[config.mk]
export PLATFORM = sky130hd
export DESIGN_NAME = csel_serial_addsub_flat
export DESIGN_NICKNAME = d
export VERILOG_FILES = /design/src/rtl/csel_serial_addsub_if.sv /design/src/rtl/csel_serial_addsub.sv /design/src/flat_wrapper.sv
export SDC_FILE = /design/constraint.sdc
export NUM_CORES = 1
export LEC_CHECK = 0
export CAP_MARGIN = 20
export CORE_UTILIZATION = 55
export CTS_CLUSTER_SIZE = 8
export DETAILED_ROUTE_END_ITERATION = 16
export PLACE_DENSITY = 0.85
export SYNTH_ARGS = -nofsm -noshare
export SYNTH_HDL_FRONTEND = slang
export SYNTH_SLANG_ARGS = --single-unit
[constraint.sdc]
create_clock -name clk -period 6.7 [get_ports clk]
set_clock_uncertainty 0.15 [all_clocks]
set_input_delay 1.675 -clock clk [delete_from_list [all_inputs] [get_ports clk]]
set_output_delay 1.675 -clock clk [all_outputs]
set_load 0.02 [all_outputs]
[src/rtl/csel_serial_addsub_if.sv]
// csel_serial_addsub_if: operand/result handshake bundle for the serial carry-select add/sub unit
interface csel_serial_addsub_if #(parameter int WIDTH = 16);
  logic             in_valid, in_ready, op_sub, c_in;
  logic             out_valid, out_ready, c_out, ovf, busy;
  logic [WIDTH-1:0] a, b, s;
  modport master(output in_valid, a, b, op_sub, c_in, out_ready,
                 input in_ready, out_valid, s, c_out, ovf, busy);
  modport slave(input in_valid, a, b, op_sub, c_in, out_ready,
                output in_ready, out_valid, s, c_out, ovf, busy);
endinterface

[src/rtl/csel_serial_addsub.sv]
// csel_serial_addsub: slice-per-cycle carry-select add/subtract with valid/ready on both sides
module csel_serial_addsub #(
  parameter int WIDTH = 16,
  parameter int BLOCK = 4
) (
  input logic clk,
  input logic rst,
  csel_serial_addsub_if.slave io
);
  localparam int N  = WIDTH / BLOCK;
  localparam int KW = N > 1 ? $clog2(N) : 1;
  typedef enum logic [1:0] {IDLE, RUN, DONE} state_t;
  state_t           state_q, state_d;
  logic [WIDTH-1:0] a_q, a_d, b_q, b_d, s_q, s_d;
  logic [KW-1:0]    k_q, k_d;
  logic             sub_q, sub_d, cy_q, cy_d, c_out_q, c_out_d, ovf_q, ovf_d, ov_q, ov_d;
  logic [BLOCK-1:0] a_sl, b_sl, sum;
  logic [BLOCK:0]   s0, s1;
  logic             cy_nx, last;
  assign a_sl  = a_q[k_q*BLOCK +: BLOCK];
  assign b_sl  = b_q[k_q*BLOCK +: BLOCK];
  assign s0    = {1'b0, a_sl} + {1'b0, b_sl};
  assign s1    = {1'b0, a_sl} + {1'b0, b_sl} + 1'b1;
  assign sum   = cy_q ? s1[BLOCK-1:0] : s0[BLOCK-1:0];
  assign cy_nx = cy_q ? s1[BLOCK] : s0[BLOCK];
  assign last  = k_q == KW'(N - 1);
  always_comb begin
    state_d = state_q;
    a_d     = a_q;
    b_d     = b_q;
    s_d     = s_q;
    k_d     = k_q;
    sub_d   = sub_q;
    cy_d    = cy_q;
    c_out_d = c_out_q;
    ovf_d   = ovf_q;
    ov_d    = ov_q;
    case (state_q)
      IDLE: if (io.in_valid) begin
        a_d     = io.a;
        b_d     = io.op_sub ? ~io.b : io.b;
        sub_d   = io.op_sub;
        cy_d    = io.op_sub ^ io.c_in;
        k_d     = '0;
        state_d = RUN;
      end
      RUN: begin
        s_d[k_q*BLOCK +: BLOCK] = sum;
        cy_d = cy_nx;
        k_d  = k_q + 1'b1;
        if (last) begin
          state_d = DONE;
          ov_d    = 1'b1;
          c_out_d = sub_q ^ cy_nx;
          // sum[BLOCK-1] is the result MSB on the final slice
          ovf_d   = (a_q[WIDTH-1] == b_q[WIDTH-1]) && (sum[BLOCK-1] != a_q[WIDTH-1]);
        end
      end
      DONE: if (io.out_ready) begin
        ov_d    = 1'b0;
        state_d = IDLE;
      end
      default: state_d = IDLE;
    endcase
  end
  always_ff @(posedge clk or posedge rst)
    if (rst) begin
      state_q <= IDLE;
      a_q     <= '0;
      b_q     <= '0;
      s_q     <= '0;
      k_q     <= '0;
      sub_q   <= 1'b0;
      cy_q    <= 1'b0;
      c_out_q <= 1'b0;
      ovf_q   <= 1'b0;
      ov_q    <= 1'b0;
    end else begin
      state_q <= state_d;
      a_q     <= a_d;
      b_q     <= b_d;
      s_q     <= s_d;
      k_q     <= k_d;
      sub_q   <= sub_d;
      cy_q    <= cy_d;
      c_out_q <= c_out_d;
      ovf_q   <= ovf_d;
      ov_q    <= ov_d;
    end
  assign io.in_ready  = state_q == IDLE;
  assign io.busy      = state_q == RUN;
  assign io.out_valid = ov_q;
  assign io.s         = s_q;
  assign io.c_out     = c_out_q;
  assign io.ovf       = ovf_q;
endmodule

[src/flat_wrapper.sv]
// flat-port wrapper written by rule: the top's interface ports become plain ports
module csel_serial_addsub_flat 
#(
  parameter int WIDTH = 16,
  parameter int BLOCK = 4
)
  (clk, rst, io_in_valid, io_a, io_b, io_op_sub, io_c_in, io_out_ready, io_in_ready, io_out_valid, io_s, io_c_out, io_ovf, io_busy);
  csel_serial_addsub_if #(.WIDTH(WIDTH)) io_i ();
  input logic clk;
  input logic rst;
  input wire logic [$bits(io_i.in_valid)-1:0] io_in_valid;
  input wire logic [$bits(io_i.a)-1:0] io_a;
  input wire logic [$bits(io_i.b)-1:0] io_b;
  input wire logic [$bits(io_i.op_sub)-1:0] io_op_sub;
  input wire logic [$bits(io_i.c_in)-1:0] io_c_in;
  input wire logic [$bits(io_i.out_ready)-1:0] io_out_ready;
  output wire logic [$bits(io_i.in_ready)-1:0] io_in_ready;
  output wire logic [$bits(io_i.out_valid)-1:0] io_out_valid;
  output wire logic [$bits(io_i.s)-1:0] io_s;
  output wire logic [$bits(io_i.c_out)-1:0] io_c_out;
  output wire logic [$bits(io_i.ovf)-1:0] io_ovf;
  output wire logic [$bits(io_i.busy)-1:0] io_busy;
  assign io_i.in_valid = io_in_valid;
  assign io_i.a = io_a;
  assign io_i.b = io_b;
  assign io_i.op_sub = io_op_sub;
  assign io_i.c_in = io_c_in;
  assign io_i.out_ready = io_out_ready;
  assign io_in_ready = io_i.in_ready;
  assign io_out_valid = io_i.out_valid;
  assign io_s = io_i.s;
  assign io_c_out = io_i.c_out;
  assign io_ovf = io_i.ovf;
  assign io_busy = io_i.busy;
  csel_serial_addsub #(.WIDTH(WIDTH), .BLOCK(BLOCK)) u_core (.clk(clk), .rst(rst), .io(io_i));
endmodule
==> impl_metrics.json <==
{
  "worstSetupPathType": "flop to flop",
  "min_path_type": "flop to flop",
  "critical_path_peak_fanout": 17,
  "rsz0062_at_grt": "no",
  "layout_min_cycle_time_ns": 3.66,
  "design.core.area_mm2": 0.00482,
  "setup_viol": 0,
  "yosysTopAreaCell": "dfrtp_1",
  "htreeDepth": 3,
  "drt-initial-drc-count": 116,
  "die_w_um": 73.6,
  "p_total_mw": 2.04,
  "firstDrtPassIters": 4,
  "cts_buffers": 9,
  "clock_sinks": 57,
  "synth-seq-cells": 57,
  "grt_pass1_vias": 2014,
  "synthTopCellsByArea": "dfrtp_1, mux2_2, mux4_2",
  "route.detailed.drc": 0,
  "wl_per_cell_um": 14.4,
  "die_area_mm2": 0.00542,
  "fin_setup_tns_ns": 0,
  "syn_nets": 298,
  "fp-row-count": 25,
  "synth_cells": 248,
  "place.gp.congestion": 0.759,
  "cp.arrival_ns": 3.73,
  "fmax_ghz": 0.273,
  "ir_worst_vdd_uv": 375,
  "grt-ovfl-total": 0,
  "synth-edff-count": 0,
  "cts_buffer_depth": 2,
  "syn_avg_cell_area_um2": 11.4,
  "pwr-share-seq_pct": 30.3,
  "fin_crit_sh_pct": 54.6,
  "ys_async_sr_fraction_pct": 100,
  "drive_gt1_share_pct": 14.5,
  "grt_max_degree": 53,
  "ios": 59,
  "pwr-share-comb_pct": 56.3,
  "postCtsHoldBufs": 0,
  "synth_top_area_share_pct": 50.6,
  "clk_pin_slew_ns": 0.06,
  "most-common-layout-cells": "clkdlybuf4s50_1, dfrtp_1, nand2_1, nor2_1, o21ai_0",
  "yosysUniqueCellTypes": 35,
  "postCtsSetupBuffers": 0,
  "wl_um": 5420,
  "crit_path_start_kind": "flop",
  "cts-resized-gates": 0,
  "yosysWarnings": 0,
  "nNetsFinal": 357,
  "fin_ws_ns": 3.04,
  "syn-cell-area_mm2": 0.00282,
  "relSlewSlack_pct": 36.2,
  "crit_path_end_kind": "flop",
  "vias": 2043,
  "maxCapViolCount": 0,
  "netSwitchingFraction_pct": 41.8,
  "clock_latency_ns": 0.34,
  "timing.final.hold_violations": 0,
  "antenna_found_initial": 0,
  "cts_tree": "done",
  "yosysSeqAreaShare_pct": 50.6,
  "p_leak_nw": 1.50,
  "cts_root_buf": "clkbuf_8",
  "final_common_cell": "clkdlybuf4s50_1",
  "internal_power_mw": 1.19,
  "drv_slew": 0,
  "diodes": 0,
  "switchingPower_uw": 853,
  "start_util_pct": 58.6,
  "powerDensity_mw_per_mm2": 563,
  "synth_flop_cell": "dfrtp_1",
  "cp.required_ns": 6.78,
  "p_clk_share_pct": 13.4,
  "grt_pass1_wl_um": 9270,
  "worst_slew_pin_slew_ns": 0.957,
  "status": "completed",
  "numPortBuffers": 58,
  "pre_cts_ws_ns": 3.01,
  "via_per_inst": 5.42,
  "grtUsageTotal_pct": 23.8,
  "die_y_um": 73.6,
  "dp_hpwl_um": 3930,
  "area_growth_pct": 28.4,
  "antenna_left": 0
}
state kept, by name, indices dropped and copies added, names as in the netlist:
| name | cells |
|---|---|
| u_core.io.out_valid | 1 |
| u_core.io.c_out | 1 |
| u_core.io.s | 16 |
| u_core.sub_q | 1 |
| u_core.io.ovf | 1 |
| u_core.b_q | 16 |
| u_core.k_q | 2 |
| u_core.cy_q | 1 |
| u_core.a_q | 16 |
| u_core.state_q | 2 |
cell usage after synthesis (all sizes together), types with 3 or more instances:
master	instances
clkbuf	4
mux2	18
nor2	22
a21oi	18
dfrtp	57
xnor2	19
nand4	3
mux4	8
buf	7
ha	11
inv	9
o21ai	22
nand2	28
critical path: stages (launching register included):
cell,delay [ns]
dfrtp_1,0.81
mux4_2,0.59
ha_1,0.25
inv_1,0.08
fa_1,0.42
inv_1,0.09
ha_1,0.14
nand2_1,0.09
nor4_1,0.37
xor3_1,0.29
mux2_2,0.26
metal layers:
metal | routed length (um) | up-vias | track usage (%)
li1 | - | 974 | -
met1 | 2230 | 1003 | 27.2
met2 | 2880 | 53 | 40.8
met3 | 182 | 13 | 5.49
met4 | 132 | 0 | 13.7
met5 | 0 | - | 0
area by class of cell:
type / count / area (um2)
flip-flops and latches: 57 / 1430
multi-input cells: 171 / 1320
fillers: 371 / 1190
repair buffers: 59 / 601
clock buffers: 14 / 163
well taps: 67 / 83.8
inverters: 9 / 33.8
power groups by stage:
| stage | registers (mW) | logic, mW | clock network [mW] |
|---|---|---|---|
| after global routing | 0.641 | 1.26 | 0.292 |
| after global placement | 0.615 | 1.10 | 0 |
| after floorplan | 0.602 | 0.840 | 0 |
| after CTS | 0.619 | 1.15 | 0.279 |
| after detailed placement | 0.623 | 1.14 | 0 |
| final | 0.618 | 1.15 | 0.274 |
per-stage QoR:
| step | hold WS [ns] | utilization, % | area (um2) | instances |
|---|---|---|---|---|
| 4_1_cts | 0.335 | 75.2 | 3620 | 377 |
| 5_1_grt | 0.365 | 75.2 | 3620 | 377 |
| 3_3_place_gp | 0.315 | 71.4 | 3440 | 362 |
| 2_1_floorplan | 0.325 | - | 2820 | 248 |
| 6_report | 0.328 | 75.2 | 3620 | 377 |
| 3_5_place_dp | 0.322 | 71.8 | 3460 | 363 |
worst paths after layout:
path	to	cells past startpoint	startpoint	slack, ns
max	u_core.io.c_out	10	u_core.k_q[0]	3.04
min	u_core.io.s[3]	2	u_core.io.s[3]	0.33
max reg2reg	u_core.io.c_out	10	u_core.k_q[0]	3.04
min reg2reg	u_core.io.s[3]	2	u_core.io.s[3]	0.33
max in group asynchronous	u_core.a_q[4]	3	rst	4.28
min in group asynchronous	u_core.io.out_valid	2	rst	1.57
kinds of logic (layout without fill, tap and decap cells):
family,after synthesis,after routing,synth area share (%)
mux,27,27,13.9
fa+ha+maj,12,12,5.59
xor+xnor,22,22,7.63
buf+inv,20,82,2.88
simple gates,64,64,10.1
compound gates,46,46,9.31
flops,57,57,50.6
No activity file was read; power rests on OpenSTA's default activity.
